### src/rtl/dmem_bus_if.sv
// Data-RAM bus bundle between the MEM-stage bus controller (master) and the RAM (slave).
// Signal names keep the controller's point of view: _o driven by the master, _i by the slave.
interface dmem_bus_if;
   logic        bus_req_o;
   logic        bus_we_o;
   logic [3:0]  bus_be_o;
   logic [31:0] bus_addr_o;
   logic [31:0] bus_wdata_o;
   logic [31:0] bus_rdata_i;
   logic        bus_ack_i;
   logic        bus_err_o;

   modport master (
      output bus_req_o,
      output bus_we_o,
      output bus_be_o,
      output bus_addr_o,
      output bus_wdata_o,
      output bus_err_o,
      input  bus_rdata_i,
      input  bus_ack_i
   );

   modport slave (
      input  bus_req_o,
      input  bus_we_o,
      input  bus_be_o,
      input  bus_addr_o,
      input  bus_wdata_o,
      input  bus_err_o,
      output bus_rdata_i,
      output bus_ack_i
   );
endinterface

### src/rtl/dmem_bus_ctrl.sv
// Turns MEM's combinational load/store request into a registered req/ack bus transaction,
// stalling the pipeline until completion and returning read data byte-aligned to [31:24].
module dmem_bus_ctrl #(
   parameter int unsigned TIMEOUT = 255
) (
   input  logic        clk,
   input  logic        rst,
   input  logic        mem_ce_i,
   input  logic        mem_we_i,
   input  logic        mem_sel_i,
   input  logic [31:0] mem_addr_i,
   input  logic [31:0] mem_wdata_i,
   output logic [31:0] mem_rdata_o,
   output logic        stall_req_o,
   dmem_bus_if.master  bus
);

   typedef enum logic [1:0] {
      S_IDLE = 2'd0,
      S_BUSY = 2'd1,
      S_DONE = 2'd2
   } state_e;

   // Abort fires in the BUSY cycle whose pre-increment count is TIMEOUT-1.
   localparam logic [7:0] TO_LAST = 8'(TIMEOUT - 32'd1);

   state_e      state_q, state_d;
   logic [7:0]  cnt_q, cnt_d;
   logic        req_q, req_d;
   logic        we_q, we_d;
   logic [3:0]  be_q, be_d;
   logic [31:0] addr_q, addr_d;
   logic [31:0] wdata_q, wdata_d;
   logic [1:0]  off_q, off_d;
   logic [31:0] rdata_q, rdata_d;
   logic        err_q, err_d;
   logic        timeout_hit_s;
   logic        stall_s;

   function automatic logic [3:0] byte_en(input logic we, input logic sel, input logic [1:0] off);
      logic [3:0] be;
      if (we && !sel) begin
         case (off)
            2'd0:    be = 4'b1000;
            2'd1:    be = 4'b0100;
            2'd2:    be = 4'b0010;
            2'd3:    be = 4'b0001;
            default: be = 4'b0000;
         endcase
      end else begin
         be = 4'b1111;
      end
      return be;
   endfunction

   // Big-endian bus word: rotating left by whole bytes brings the addressed byte to [31:24].
   function automatic logic [31:0] align_rdata(input logic [31:0] r, input logic [1:0] off);
      logic [31:0] a;
      case (off)
         2'd0:    a = r;
         2'd1:    a = {r[23:0], r[31:24]};
         2'd2:    a = {r[15:0], r[31:16]};
         2'd3:    a = {r[7:0],  r[31:8]};
         default: a = 32'h0000_0000;
      endcase
      return a;
   endfunction

   assign timeout_hit_s = (cnt_q == TO_LAST);

   // FSM state register
   always_ff @(posedge clk) begin
      if (rst) begin
         state_q <= S_IDLE;
      end else begin
         state_q <= state_d;
      end
   end

   // FSM next-state logic
   always_comb begin
      state_d = state_q;
      case (state_q)
         S_IDLE: begin
            if (mem_ce_i) begin
               state_d = S_BUSY;
            end else begin
               state_d = S_IDLE;
            end
         end
         S_BUSY: begin
            if (bus.bus_ack_i || timeout_hit_s) begin
               state_d = S_DONE;
            end else begin
               state_d = S_BUSY;
            end
         end
         S_DONE:  state_d = S_IDLE;
         default: state_d = S_IDLE;
      endcase
   end

   // FSM output and datapath next-value logic
   always_comb begin
      cnt_d   = cnt_q;
      req_d   = req_q;
      we_d    = we_q;
      be_d    = be_q;
      addr_d  = addr_q;
      wdata_d = wdata_q;
      off_d   = off_q;
      rdata_d = 32'h0000_0000;
      err_d   = 1'b0;
      stall_s = 1'b0;
      case (state_q)
         S_IDLE: begin
            if (mem_ce_i) begin
               stall_s = 1'b1;
               req_d   = 1'b1;
               cnt_d   = 8'd0;
               we_d    = mem_we_i;
               be_d    = byte_en(mem_we_i, mem_sel_i, mem_addr_i[1:0]);
               addr_d  = {mem_addr_i[31:2], 2'b00};
               wdata_d = mem_wdata_i;
               off_d   = mem_addr_i[1:0];
            end else begin
               stall_s = 1'b0;
               req_d   = 1'b0;
            end
         end
         S_BUSY: begin
            stall_s = 1'b1;
            // Ack takes priority over a simultaneous timeout.
            if (bus.bus_ack_i) begin
               req_d = 1'b0;
               if (we_q) begin
                  rdata_d = 32'h0000_0000;
               end else begin
                  rdata_d = align_rdata(bus.bus_rdata_i, off_q);
               end
            end else if (timeout_hit_s) begin
               req_d = 1'b0;
               err_d = 1'b1;
            end else begin
               cnt_d = cnt_q + 8'd1;
            end
         end
         S_DONE: begin
            stall_s = 1'b0;
            req_d   = 1'b0;
         end
         default: begin
            stall_s = 1'b0;
            req_d   = 1'b0;
         end
      endcase
   end

   // Datapath and registered bus outputs
   always_ff @(posedge clk) begin
      if (rst) begin
         cnt_q   <= 8'd0;
         req_q   <= 1'b0;
         we_q    <= 1'b0;
         be_q    <= 4'b0000;
         addr_q  <= 32'h0000_0000;
         wdata_q <= 32'h0000_0000;
         off_q   <= 2'd0;
         rdata_q <= 32'h0000_0000;
         err_q   <= 1'b0;
      end else begin
         cnt_q   <= cnt_d;
         req_q   <= req_d;
         we_q    <= we_d;
         be_q    <= be_d;
         addr_q  <= addr_d;
         wdata_q <= wdata_d;
         off_q   <= off_d;
         rdata_q <= rdata_d;
         err_q   <= err_d;
      end
   end

   assign stall_req_o     = stall_s;
   assign mem_rdata_o     = rdata_q;
   assign bus.bus_req_o   = req_q;
   assign bus.bus_we_o    = we_q;
   assign bus.bus_be_o    = be_q;
   assign bus.bus_addr_o  = addr_q;
   assign bus.bus_wdata_o = wdata_q;
   assign bus.bus_err_o   = err_q;

endmodule

### src/flat_wrapper.sv
// flat-port wrapper written by rule: the top's interface ports become plain ports
module dmem_bus_ctrl_flat 
#(
   parameter int unsigned TIMEOUT = 255
)
  (clk, rst, mem_ce_i, mem_we_i, mem_sel_i, mem_addr_i, mem_wdata_i, mem_rdata_o, stall_req_o, bus_bus_req_o, bus_bus_we_o, bus_bus_be_o, bus_bus_addr_o, bus_bus_wdata_o, bus_bus_err_o, bus_bus_rdata_i, bus_bus_ack_i);
  dmem_bus_if bus_i ();
  input  logic clk;
  input  logic rst;
  input  logic mem_ce_i;
  input  logic mem_we_i;
  input  logic mem_sel_i;
  input  logic [31:0] mem_addr_i;
  input  logic [31:0] mem_wdata_i;
  output logic [31:0] mem_rdata_o;
  output logic stall_req_o;
  output wire logic [$bits(bus_i.bus_req_o)-1:0] bus_bus_req_o;
  output wire logic [$bits(bus_i.bus_we_o)-1:0] bus_bus_we_o;
  output wire logic [$bits(bus_i.bus_be_o)-1:0] bus_bus_be_o;
  output wire logic [$bits(bus_i.bus_addr_o)-1:0] bus_bus_addr_o;
  output wire logic [$bits(bus_i.bus_wdata_o)-1:0] bus_bus_wdata_o;
  output wire logic [$bits(bus_i.bus_err_o)-1:0] bus_bus_err_o;
  input wire logic [$bits(bus_i.bus_rdata_i)-1:0] bus_bus_rdata_i;
  input wire logic [$bits(bus_i.bus_ack_i)-1:0] bus_bus_ack_i;
  assign bus_bus_req_o = bus_i.bus_req_o;
  assign bus_bus_we_o = bus_i.bus_we_o;
  assign bus_bus_be_o = bus_i.bus_be_o;
  assign bus_bus_addr_o = bus_i.bus_addr_o;
  assign bus_bus_wdata_o = bus_i.bus_wdata_o;
  assign bus_bus_err_o = bus_i.bus_err_o;
  assign bus_i.bus_rdata_i = bus_bus_rdata_i;
  assign bus_i.bus_ack_i = bus_bus_ack_i;
  dmem_bus_ctrl #(.TIMEOUT(TIMEOUT)) u_core (.clk(clk), .rst(rst), .mem_ce_i(mem_ce_i), .mem_we_i(mem_we_i), .mem_sel_i(mem_sel_i), .mem_addr_i(mem_addr_i), .mem_wdata_i(mem_wdata_i), .mem_rdata_o(mem_rdata_o), .stall_req_o(stall_req_o), .bus(bus_i));
endmodule
### config.mk
export PLATFORM = sky130hd
export DESIGN_NAME = dmem_bus_ctrl_flat
export DESIGN_NICKNAME = d
export VERILOG_FILES = /design/src/rtl/dmem_bus_if.sv /design/src/rtl/dmem_bus_ctrl.sv /design/src/flat_wrapper.sv
export SDC_FILE = /design/constraint.sdc
export NUM_CORES = 1
export LEC_CHECK = 0
export CAP_MARGIN = 20
export CORE_MARGIN = 5
export CORE_UTILIZATION = 47
export CTS_BUF_LIST = sky130_fd_sc_hd__clkbuf_8
export CTS_CLUSTER_DIAMETER = 30
export DETAILED_ROUTE_END_ITERATION = 16
export HOLD_SLACK_MARGIN = 0.15
export PLACE_DENSITY_LB_ADDON = 0.08
export SLEW_MARGIN = 20
export SYNTH_ARGS = -nofsm -noshare
export SYNTH_HDL_FRONTEND = slang
export SYNTH_SLANG_ARGS = --single-unit
export TNS_END_PERCENT = 10
### constraint.sdc
create_clock -name clk -period 3.3 [get_ports clk]
set_clock_uncertainty 0.2 [all_clocks]
set_input_delay 0.495 -clock clk [delete_from_list [all_inputs] [get_ports clk]]
set_output_delay 0.495 -clock clk [all_outputs]
set_load 0.03 [all_outputs]
==> out/qor.yml <==
synthesis:
  synth_edf_count: 0
  ys_types: 39
  yosysSeqAreaShare_pct: 48.7
  synth_cells: 487
  synth_async_sr_flop_share_pct: 0
  syn-cell-area_mm2: 0.00465
  yosys_warnings: 0
  synth_xor_area_share_pct: 0
  synth_compound_area_share_pct: 10.7
  synth_seq_cells: 113
  ys.flop_type: "dfxtp_1"
  synth_fa_ha_area_share_pct: 0.538
  synth_top_family_by_area: "simple AND/OR/NAND/NOR gates"
  synthMuxAreaShare_pct: 15.5
  postSynthAreaPerCell_um2: 9.55
  synthSimpleGateAreaFrac_pct: 20.2
global_route:
  grt_pass1_vias: 3980
  grt_max_degree: 52
  grt-ovfl-total: 0
  antenna_found_initial: 0
  grt_pass1_wl_um: 19600
  track_usage_pct: 21.0
final_layout:
  layout_common_cells: "202 x clkdlybuf4s50_1, 139 x nand2_1, 111 x dfxtp_1"
  design_area_mm2: 0.00709
  finish.net_count: 779
  seqCellArea_mm2: 0.00226
  area_delta_synth_final_pct: 52.6
  drive_gt1_share_pct: 10.3
  multiInputGateArea_mm2: 0.00219
  n_fill_cell: 742
  stdcell_count: 820
  diodes: 0
  mostFrequentLayoutCell: "clkdlybuf4s50_1"
timing:
  rsz0062_at_grt: "no"
  setup_viol: 0
  tightest_slew_ns: 0.876
  drv_slew: 0
  final.setup.tns_ns: 0
  max_freq_mhz: 399
  hold_violations: 0
  finalCritPeriodShare_pct: 75.9
  period_needed_ns: 2.50
  max-slew-margin-rel_pct: 41.6
clock_tree:
  cts_resized: 0
  ctsHoldBuffers: 0
  post_cts_buffers: 0
  tritoncts: "yes"
  cts_buffers: 17
  cts_buffer_depth: 2
  clk_latency_ns: 0.41
  clk_pin_slew_worst_paths_ns: 0.06
  cts.root.buffer_cell: "clkbuf_8"
  cts_max_level: 4
  clock-sinks: 113
worst_setup_path:
  crit_top_cell: "clkdlybuf4s50_1"
  r2r_start: "u_core.off_q[0]$_SDFFE_PP0P_"
  critPathMaxFanout: 3
  criticalPathCategory: "primary input to primary output"
  crit_required_ns: 2.60
  cp_top_family: "buffers and inverters"
  r2r_slack_ns: 1.33
  cp-start-kind: "primary input"
  crit_start: "mem_ce_i"
  endpoint_kind: "primary output"
  slowest_delay_ns: 0.66
  path_cells: "clkdlybuf4s50_1 > o21ba_2 > clkdlybuf4s50_1"
  cpMaxStageDelayCell: "clkdlybuf4s50_1"
  r2r_cells: 2
  arrival_ns: 1.81
  critical_path_depth: 3
  path_buf_inv: 2
placed_design:
  dpl_cell_area_mm2: 0.00672
  place_inst: 789
  numPortBuffers: 203
  gp_congestion: 0.851
  dpl.hpwl_um: 9300
pwr:
  leakagePower_nw: 2.55
  powerDensity_mw_per_mm2: 474
  total_power_mw: 3.37
  ir_worst_vdd_v: 0.000301
routing:
  viasPerCell: 5.16
  first_iter_violations: 226
  drt_first_pass_iters: 5
  vias: 4235
  wl_per_cell_um: 15.6
  ant_nets: 0
  drc_errors: 0
  wl_um: 12800
status:
  outcome: "finished clean"
floorplan:
  initial_core_util_pct: 47.8
  core_mm2: 0.00973
  die_area_mm2: 0.0120
  die_height_um: 109
  ioPinCount: 206
  rows: 36
  fp.dieW_um: 109
worst_hold_path:
  min_from: "u_core.bus.bus_addr_o[23]$_SDFFE_PP0P_"
  hp-class: "flop to flop"
  hold_path_depth: 2
run:
  cap_violations: 0
cells in the mapped netlist (all sizes together) (3+ instances only):
cell	instances	area [µm²]
nand3	5	25.0
o31ai	3	22.5
inv	5	18.8
nor2	11	41.3
nor2b	32	200
dfxtp	113	2260
a21oi	69	345
buf	25	133
o21ai	3	15.0
a211oi	5	42.5
nor4	3	33.8
mux4	32	721
clkbuf	13	48.8
nor3	5	25.0
nand2	140	526
state kept, by name, summed over array words and instances, names as in the netlist:
signal / count
u_core.state_q: 2
u_core.mem_rdata_o: 32
u_core.bus.bus_we_o: 1
u_core.cnt_q: 8
u_core.off_q: 2
u_core.bus.bus_err_o: 1
u_core.bus.bus_be_o: 4
u_core.bus.bus_wdata_o: 32
u_core.bus.bus_req_o: 1
u_core.bus.bus_addr_o: 30
worst register-to-register path: cells and delay by family (launching register included):
family	cells	cell delay [ns]
flops	1	0.90
mux	1	0.61
simple gates	1	0.14
cell families (layout without fill, tap and decap cells):
group / after synthesis / after routing
buffers and inverters: 43 / 242
other: 1 / 2
muxes: 32 / 32
and+or+nand+nor: 207 / 207
DFF: 113 / 113
AOI/OAI and AO/OA: 89 / 89
adders and majority gates: 2 / 2
path summary, 6_finish.rpt:
check	endpoint
worst min-delay path	u_core.bus.bus_addr_o[23]$_SDFFE_PP0P_
worst min register to register	u_core.bus.bus_addr_o[23]$_SDFFE_PP0P_
worst max-delay path	stall_req_o
worst max register to register	u_core.mem_rdata_o[5]$_SDFF_PP0_
per-stage QoR:
step / utilization (%) / hold slack [ns] / setup slack, ns
after floorplan: - / 0.275 / 1.49
after global placement: 69.1 / 0.241 / 0.785
after detailed placement: 69.1 / 0.249 / 0.791
after CTS: 72.9 / 0.257 / 0.785
after global routing: 72.9 / 0.268 / 0.738
final: 72.9 / 0.254 / 0.795
area by class of cell:
| cell class | count | area share, % |
|---|---|---|
| Clock buffer | 20 | 3.88 |
| Clock inverter | 11 | 1.39 |
| Inverter | 5 | 0.265 |
| Multi-Input combinational cell | 332 | 30.9 |
| Sequential cell | 113 | 31.9 |
| Tap cell | 133 | 2.35 |
| Timing Repair Buffer | 206 | 29.2 |
power by group:
part / leakage (nW) / total [mW] / switching [mW] / internal [mW]
Clock: 0.214 / 1.22 / 0.511 / 0.708
Combinational: 1.41 / 0.662 / 0.323 / 0.339
Sequential: 0.924 / 1.49 / 0.0522 / 1.43
routing by layer:
metal  up-vias  global-route usage, %  share of wire [%]
li1       2045                      -                  -
met1      1991                   23.9                 38
met3        26                   7.93                9.8
met4         0                   9.08                2.6
met2       173                   35.4                 50
met5         -                      0                  0
(Power assumes the default switching activity.)
